==> src/rtl/powersave_ctrl_if.sv <==
// Handshake bundle between the powersave controller and its requester / clock generator.
// The master side drives the requests and observes the registered status outputs.
interface powersave_ctrl_if;
  logic       ps_req;
  logic       idle;
  logic       test_mode;
  logic       powersave;
  logic       clk_switching;
  logic       ps_ack;
  logic [7:0] ps_count;

  modport master (
    output ps_req,
    output idle,
    output test_mode,
    input  powersave,
    input  clk_switching,
    input  ps_ack,
    input  ps_count
  );

  modport slave (
    input  ps_req,
    input  idle,
    input  test_mode,
    output powersave,
    output clk_switching,
    output ps_ack,
    output ps_count
  );
endinterface

==> src/rtl/powersave_ctrl.sv <==
// Powersave sequencer: waits for a run of idle cycles, then switches the clock generator
// into powersave behind a fixed settle window, and back out the same way.
module powersave_ctrl #(
  parameter int unsigned IDLE_CYCLES   = 8,
  parameter int unsigned SETTLE_CYCLES = 16
) (
  input  logic              sys_clk,
  input  logic              rst,
  powersave_ctrl_if.slave   bus
);

  localparam logic [2:0] RUN          = 3'd0;
  localparam logic [2:0] QUIESCE      = 3'd1;
  localparam logic [2:0] ENTER_SETTLE = 3'd2;
  localparam logic [2:0] PS           = 3'd3;
  localparam logic [2:0] EXIT_SETTLE  = 3'd4;

  localparam logic [7:0] IDLE_LAST   = 8'(IDLE_CYCLES - 1);
  localparam logic [7:0] SETTLE_LAST = 8'(SETTLE_CYCLES - 1);

  logic [2:0] state_q, state_d;
  logic [7:0] cnt_q, cnt_d;
  logic [7:0] ps_count_q, ps_count_d;
  logic       powersave_q, powersave_d;
  logic       clk_switching_q, clk_switching_d;
  logic       ps_ack_q, ps_ack_d;

  // cnt is shared: consecutive idle cycles in QUIESCE, elapsed settle cycles in the settle states.
  always_comb begin
    state_d    = state_q;
    cnt_d      = cnt_q;
    ps_count_d = ps_count_q;
    case (state_q)
      RUN: begin
        if (bus.ps_req && !bus.test_mode) begin
          state_d = QUIESCE;
          cnt_d   = 8'd0;
        end
      end
      QUIESCE: begin
        if (!bus.ps_req || bus.test_mode) begin
          state_d = RUN;
          cnt_d   = 8'd0;
        end else if (bus.idle) begin
          if (cnt_q == IDLE_LAST) begin
            state_d = ENTER_SETTLE;
            cnt_d   = 8'd0;
          end else begin
            cnt_d = cnt_q + 8'd1;
          end
        end else begin
          cnt_d = 8'd0;
        end
      end
      ENTER_SETTLE: begin
        if (bus.test_mode) begin
          state_d = EXIT_SETTLE;
          cnt_d   = 8'd0;
        end else if (cnt_q == SETTLE_LAST) begin
          state_d    = PS;
          cnt_d      = 8'd0;
          ps_count_d = ps_count_q + 8'd1;
        end else begin
          cnt_d = cnt_q + 8'd1;
        end
      end
      PS: begin
        if (!bus.ps_req || bus.test_mode) begin
          state_d = EXIT_SETTLE;
          cnt_d   = 8'd0;
        end
      end
      EXIT_SETTLE: begin
        if (cnt_q == SETTLE_LAST) begin
          state_d = RUN;
          cnt_d   = 8'd0;
        end else begin
          cnt_d = cnt_q + 8'd1;
        end
      end
      default: begin
        state_d = RUN;
        cnt_d   = 8'd0;
      end
    endcase
  end

  // Outputs are decoded from the next state so they register alongside it.
  always_comb begin
    powersave_d     = (state_d == ENTER_SETTLE) || (state_d == PS);
    clk_switching_d = (state_d == ENTER_SETTLE) || (state_d == EXIT_SETTLE);
    ps_ack_d        = (state_d == PS);
  end

  always_ff @(posedge sys_clk or posedge rst) begin
    if (rst) begin
      state_q         <= RUN;
      cnt_q           <= 8'd0;
      ps_count_q      <= 8'd0;
      powersave_q     <= 1'b0;
      clk_switching_q <= 1'b0;
      ps_ack_q        <= 1'b0;
    end else begin
      state_q         <= state_d;
      cnt_q           <= cnt_d;
      ps_count_q      <= ps_count_d;
      powersave_q     <= powersave_d;
      clk_switching_q <= clk_switching_d;
      ps_ack_q        <= ps_ack_d;
    end
  end

  assign bus.powersave     = powersave_q;
  assign bus.clk_switching = clk_switching_q;
  assign bus.ps_ack        = ps_ack_q;
  assign bus.ps_count      = ps_count_q;

endmodule

==> src/flat_wrapper.sv <==
// flat-port wrapper written by rule: the top's interface ports become plain ports
module powersave_ctrl_flat 
#(
  parameter int unsigned IDLE_CYCLES   = 8,
  parameter int unsigned SETTLE_CYCLES = 16
)
  (sys_clk, rst, bus_ps_req, bus_idle, bus_test_mode, bus_powersave, bus_clk_switching, bus_ps_ack, bus_ps_count);
  powersave_ctrl_if bus_i ();
  input  logic sys_clk;
  input  logic rst;
  input wire logic [$bits(bus_i.ps_req)-1:0] bus_ps_req;
  input wire logic [$bits(bus_i.idle)-1:0] bus_idle;
  input wire logic [$bits(bus_i.test_mode)-1:0] bus_test_mode;
  output wire logic [$bits(bus_i.powersave)-1:0] bus_powersave;
  output wire logic [$bits(bus_i.clk_switching)-1:0] bus_clk_switching;
  output wire logic [$bits(bus_i.ps_ack)-1:0] bus_ps_ack;
  output wire logic [$bits(bus_i.ps_count)-1:0] bus_ps_count;
  assign bus_i.ps_req = bus_ps_req;
  assign bus_i.idle = bus_idle;
  assign bus_i.test_mode = bus_test_mode;
  assign bus_powersave = bus_i.powersave;
  assign bus_clk_switching = bus_i.clk_switching;
  assign bus_ps_ack = bus_i.ps_ack;
  assign bus_ps_count = bus_i.ps_count;
  powersave_ctrl #(.IDLE_CYCLES(IDLE_CYCLES), .SETTLE_CYCLES(SETTLE_CYCLES)) u_core (.sys_clk(sys_clk), .rst(rst), .bus(bus_i));
endmodule
==> config.mk <==
export PLATFORM = sky130hd
export DESIGN_NAME = powersave_ctrl_flat
export DESIGN_NICKNAME = d
export VERILOG_FILES = /design/src/rtl/powersave_ctrl_if.sv /design/src/rtl/powersave_ctrl.sv /design/src/flat_wrapper.sv
export SDC_FILE = /design/constraint.sdc
export NUM_CORES = 1
export LEC_CHECK = 0
export ABC_AREA = 1
export ABC_CLOCK_PERIOD_IN_PS = 1480
export CORE_AREA = 8 8 78 73
export DETAILED_ROUTE_END_ITERATION = 10
export DIE_AREA = 0 0 86 81
export PLACE_DENSITY = 0.55
export SLEW_MARGIN = 0
export SYNTH_ARGS = -nofsm -noshare
export SYNTH_HDL_FRONTEND = slang
export SYNTH_SLANG_ARGS = --single-unit
==> constraint.sdc <==
create_clock -name sys_clk -period 1.48 [get_ports sys_clk]
set_input_delay 0.148 -clock sys_clk [delete_from_list [all_inputs] [get_ports sys_clk]]
set_output_delay 0.148 -clock sys_clk [all_outputs]
set_load 0.02 [all_outputs]
# Yosys cells after proc, flatten, opt, wreduce, memory -nomap -nowiden
# Cells that the tools add are included.
[totals]
register_bits = 22
in_bits = 5
out_inout_bits = 11
word_cells = 46
[op_classes]
add_sub_neg = 2
eq_ne = 11
mux = 17
bitwise_logic = 1
n_reduce_logical = 9
[ops]
columns = ["op", "n"]
rows = [
  ["two-way mux 8 bit", 7],
  ["case mux 8 bit (5 select lines)", 1],
  ["two-way mux 3 bit", 8],
  ["adder 8 x 1 -> 8 bit (second input constant)", 2],
  ["case mux 3 bit (5 select lines)", 1],
  ["equality test 3 x 2 -> 1 bit (second input constant)", 4],
  ["equality test 8 x 3 -> 1 bit (second input constant)", 1],
  ["equality test 8 x 4 -> 1 bit (second input constant)", 1],
  ["equality test 3 bit (second input constant)", 2],
  ["inequality test 2 x 1 -> 1 bit (second input constant)", 2],
  ["equality test 3 x 1 -> 1 bit (second input constant)", 1],
  ["zero test 3 bit", 1],
  ["logical OR 1 bit", 3],
  ["AND reduction 3 bit", 1],
  ["zero test 1 bit", 2],
  ["AND reduction 2 bit", 1],
  ["logical AND 1 bit", 1],
  ["inverter 1 bit", 1],
]

# Logic depth before layout (Yosys ltp)
# Gate-level depths: netlist of the first run.
[logic_depth]
ltp_word = 7
ltp_mapped = 10
mapped_depth_nobuf = 10

# Worst setup path after synthesis of the first run
# Ideal clock, no wire load.
[synth_timing]
path_kind = "reg2reg"
start = "register u_core.cnt_q[0]"
end = "register u_core.cnt_q[4]"
setup_ps = 120
t_arrival_ps = 1194
required_ps = 1360
setup_slack_ps = 166
path_stages_with_launch = 9
n_path_buf = 0
period_less_slack_ps = 1314
path_cell_list = "dfrtp_1 > ha_1 > nand2_1 > nor2_1 > nand3_1 > nand2_1 > o21ai_2 > nor2_2 > nor2_1"
[synth_via]
elab_chain_cells = 5
elab_cells_between_ends = 9
classes_between = "add/sub: 1; eq/ne: 2; mux: 6"
[synth_rtl]
columns = ["element", "line", "text"]
rows = [
  ["start: declaration", "powersave_ctrl.sv:22", "logic [7:0] cnt_q, cnt_d;"],
  ["start signal: assignment", "powersave_ctrl.sv:105", "cnt_q <= cnt_d;"],
  ["adder 8 x 1 -> 8 bit / equality test 8 x 3 -> 1 bit (equally long branches)", "-", ""],
  ["two-way mux 8 bit", "powersave_ctrl.sv:45", "if (cnt_q == IDLE_LAST) begin"],
  ["two-way mux 8 bit", "powersave_ctrl.sv:44", "end else if (bus.idle) begin"],
  ["two-way mux 8 bit", "powersave_ctrl.sv:41", "if (!bus.ps_req || bus.test_mode) begin"],
  ["case mux 8 bit (5 select lines) (*)", "powersave_ctrl.sv:33", "case (state_q)"],
]
# Every way passes the cells marked *; elsewhere a longest branch is shown, timed or not.
# A chain may end at the register's enable or synchronous reset.

# Worst setup path in the final report of the first run
[layout_timing]
start = "register u_core.ps_count_q[3], in the netlist u_core.bus.ps_count[3]"
end = "output port bus_ps_count[3]"
[layout_lines]
columns = ["element", "line", "text"]
rows = [
  ["start: declaration", "powersave_ctrl.sv:23", "logic [7:0] ps_count_q, ps_count_d;"],
  ["start signal: assignment", "powersave_ctrl.sv:106", "ps_count_q <= ps_count_d;"],
  ["end: declaration", "flat_wrapper.sv:17", "output wire logic [$bits(bus_i.ps_count)-1:0] bus_ps_count;"],
]
# No word-level cell between the ends.

==> results of run 1 <==
-- path summary, 6_finish.rpt --
path                                                      end  cells past startpoint
max                                           bus_ps_count[3]                      1
min                        u_core.bus.ps_count[3]$_DFFE_PP0P_                      3
max reg2reg                       u_core.cnt_q[5]$_DFFE_PP0P_                      6
min reg2reg                u_core.bus.ps_count[3]$_DFFE_PP0P_                      1
max in group asynchronous         u_core.cnt_q[3]$_DFFE_PP0P_                      3
min in group sys_clk       u_core.bus.ps_count[3]$_DFFE_PP0P_                      1
-- cells in the final DEF (no fill, tap or decap), types with 2 or more instances in the layout --
master,synthesis,layout
xor2_1,9,9
nand3b_1,2,2
o21ai_0,5,5
nor2_1,11,10
a21oi_1,2,2
inv_2,4,4
clkdlybuf4s50_1,0,10
nand3_1,11,11
nor3_1,2,2
dfrtp_1,22,22
nand2_2,6,7
buf_4,1,17
nand4_1,7,7
nor2_4,3,4
inv_1,21,21
dlymetal6s2s_1,0,4
nand2_1,41,40
clkbuf_8,0,3
nor2_2,5,5
-- power breakdown --
group | leakage (nW) | internal, mW | switching (mW) | total (mW)
clock network | 0.0357 | 0.361 | 0.207 | 0.569
logic | 0.557 | 0.190 | 0.229 | 0.419
registers | 0.278 | 0.649 | 0.0493 | 0.698
-- registers in the layout, summed over array words and instances (netlist names) --
name,count
u_core.bus.ps_count,8
u_core.cnt_q,8
u_core.state_q,3
u_core.bus.clk_switching,1
u_core.bus.powersave,1
u_core.bus.ps_ack,1
-- area by class of cell --
class	instances	area, sq um	share of cell area (%)
sequential	22	551	32.1
clock buffer	3	41.3	2.41
timing repair buffer	32	287	16.7
inverter	25	93.8	5.47
tap	62	77.6	4.53
multi-input combinational	112	634	37.0
clock inverter	1	30.0	1.75
-- logic make-up (layout without fill, tap and decap cells) --
logic type,after synthesis,after routing,share of synthesized area [%]
AO/OA/AOI/OAI,10,10,5.30
XOR/XNOR,10,10,6.88
adder cells (fa/ha/maj),2,2,1.96
buffers and inverters,26,61,7.96
flip-flops,22,22,43.2
AND/OR/NAND/NOR,90,90,34.7
-- metal layers --
layer  up-vias  GRT usage [%]  wire (microns)
li1        576              -               -
met4         0           2.80              25
met3         4           2.52              98
met5         -              0               0
met2        13           13.8            1270
met1       491           10.4            1340
-- repair_timing --
action,4_1_cts,5_1_grt
resized for setup,1,8
setup endpoints to repair,1,14
buffers inserted,0,1
pin swaps,0,3
hold buffers,0,0
==> impl_metrics.py, run 1 <==
metrics = {
    "global_routing": {
        "grt_pass1_vias": 1075,
        "grt_use_total_pct": 8.45,
        "antenna_found_initial": 0,
        "grt_max_degree": 23,
        "gr-total-overflow": 0,
        "grt_pass1_wl_microns": 4790,
    },
    "layout": {
        "instances_no_fill": 257,
        "final_core_util_pct": 39.4,
        "drive_gt1_share_pct": 23.6,
        "nFillCells": 439,
        "area_growth_pct": 34.6,
        "antenna_cells": 0,
        "fin_area_sq_mm": 0.00171,
        "layout.nets": 203,
    },
    "sta": {
        "rsz0062_at_grt": "yes",
        "timing.fmax_mhz": 702,
        "finalSetupViolCount": 0,
        "setup_slack_ns": 0.0556,
        "hold_viol": 0,
        "holdWs_ns": 0.203,
        "maxSlewHeadroom_pct": 78.5,
        "worstMarginPinSlew_ns": 0.323,
        "tns_ns": 0,
        "fin_crit_sh_pct": 96.2,
        "final.min_clock_period_ns": 1.42,
        "drv_slew": 0,
        "skew_ns": 0.00228,
    },
    "clock_network": {
        "clkSlewWorstSetupHoldPaths_ns": 0.08,
        "cts_num_sinks": 22,
        "numCtsBuffers": 3,
        "cts_tree": "built",
        "cts_max_level": 1,
        "clk_latency_ns": 0.27,
        "root_buffer": "clkbuf_8",
        "clockBufferDepth": 2,
    },
    "floorplanning": {
        "initial_utilization_pct": 29.3,
        "design.core.area_sq_mm": 0.00435,
        "die_area_sq_mm": 0.00697,
        "die_h_microns": 81,
        "die_w_microns": 86,
        "rows": 23,
        "io_pins": 16,
    },
    "synth": {
        "netlist_area_sq_mm": 0.00127,
        "yosysUniqueCellTypes": 23,
        "async_reset_ff_share_pct": 100,
        "avgSynthCellArea_sq_um": 7.96,
        "yosys.area.top_type": "dfrtp_1",
        "synth_nets": 167,
        "ys.flop_type": "dfrtp_1",
        "synth_warnings": 0,
        "netlist_top_cells_count": "nand2_1, dfrtp_1, inv_1",
        "ys_seq_area_share_pct": 43.2,
        "netlist.area_leader.share_pct": 43.2,
        "synth.ff_latch_count": 22,
        "synth_most_common_cell": "nand2_1",
        "synth_edf_count": 0,
        "synthTopCellsByArea": "dfrtp_1, nand2_1, inv_1",
        "synth_cells": 160,
    },
    "placement": {
        "dp_hpwl_microns": 2080,
        "gp_congestion": 0.819,
        "place_ws_ns": -0.0528,
        "dp.cells": 252,
        "port_buffers": 15,
        "placed_area_sq_mm": 0.00161,
    },
    "power": {
        "p_per_area_mw_per_mm2": 984,
        "total_power_mw": 1.69,
        "vdd_drop_max_v": 0.000471,
        "leakagePower_nw": 0.871,
    },
    "drt": {
        "wl_per_cell_microns": 10.7,
        "drt_iter0_drc": 53,
        "drt-vias-per-instance": 4.22,
        "vias": 1084,
        "route.antenna.remaining_nets": 0,
        "drc_errors": 0,
        "routed_wl_microns": 2740,
        "firstDrtPassIters": 4,
    },
    "critical_path": {
        "critPathKind": "reg -> out",
        "ff2ff_setup_slack_ns": 0.08,
        "max_stage_delay_ns": 0.62,
        "cp.required_ns": 1.33,
        "startpoint": "u_core.bus.ps_count[3]$_DFFE_PP0P_",
        "arrival_ns": 1.28,
        "r2r-start": "u_core.state_q[0]$_DFF_PP0_",
        "critPathTopFamily": "buffers and inverters",
        "end_kind": "output port",
        "cp_max_fo": 3,
        "crit_buf_inv": 1,
        "slowest_stage": "clkdlybuf4s50_1",
        "cp_cell_sequence": "clkdlybuf4s50_1",
        "start_kind": "flop",
    },
    "outcome": {
        "outcome": "complete, no violations",
    },
    "flow_run": {
        "drv_cap": 0,
    },
    "hold_path": {
        "min_path_type": "in -> async",
    },
}
Note: power is estimated with default switching activity, not from simulation.
==> run 2, diff against run 1 <==
Settings changed: SKIP_LAST_GASP set to 1.
==> results of run 2 <==
Final layout, timing and power as in run 1 (identical DEF).
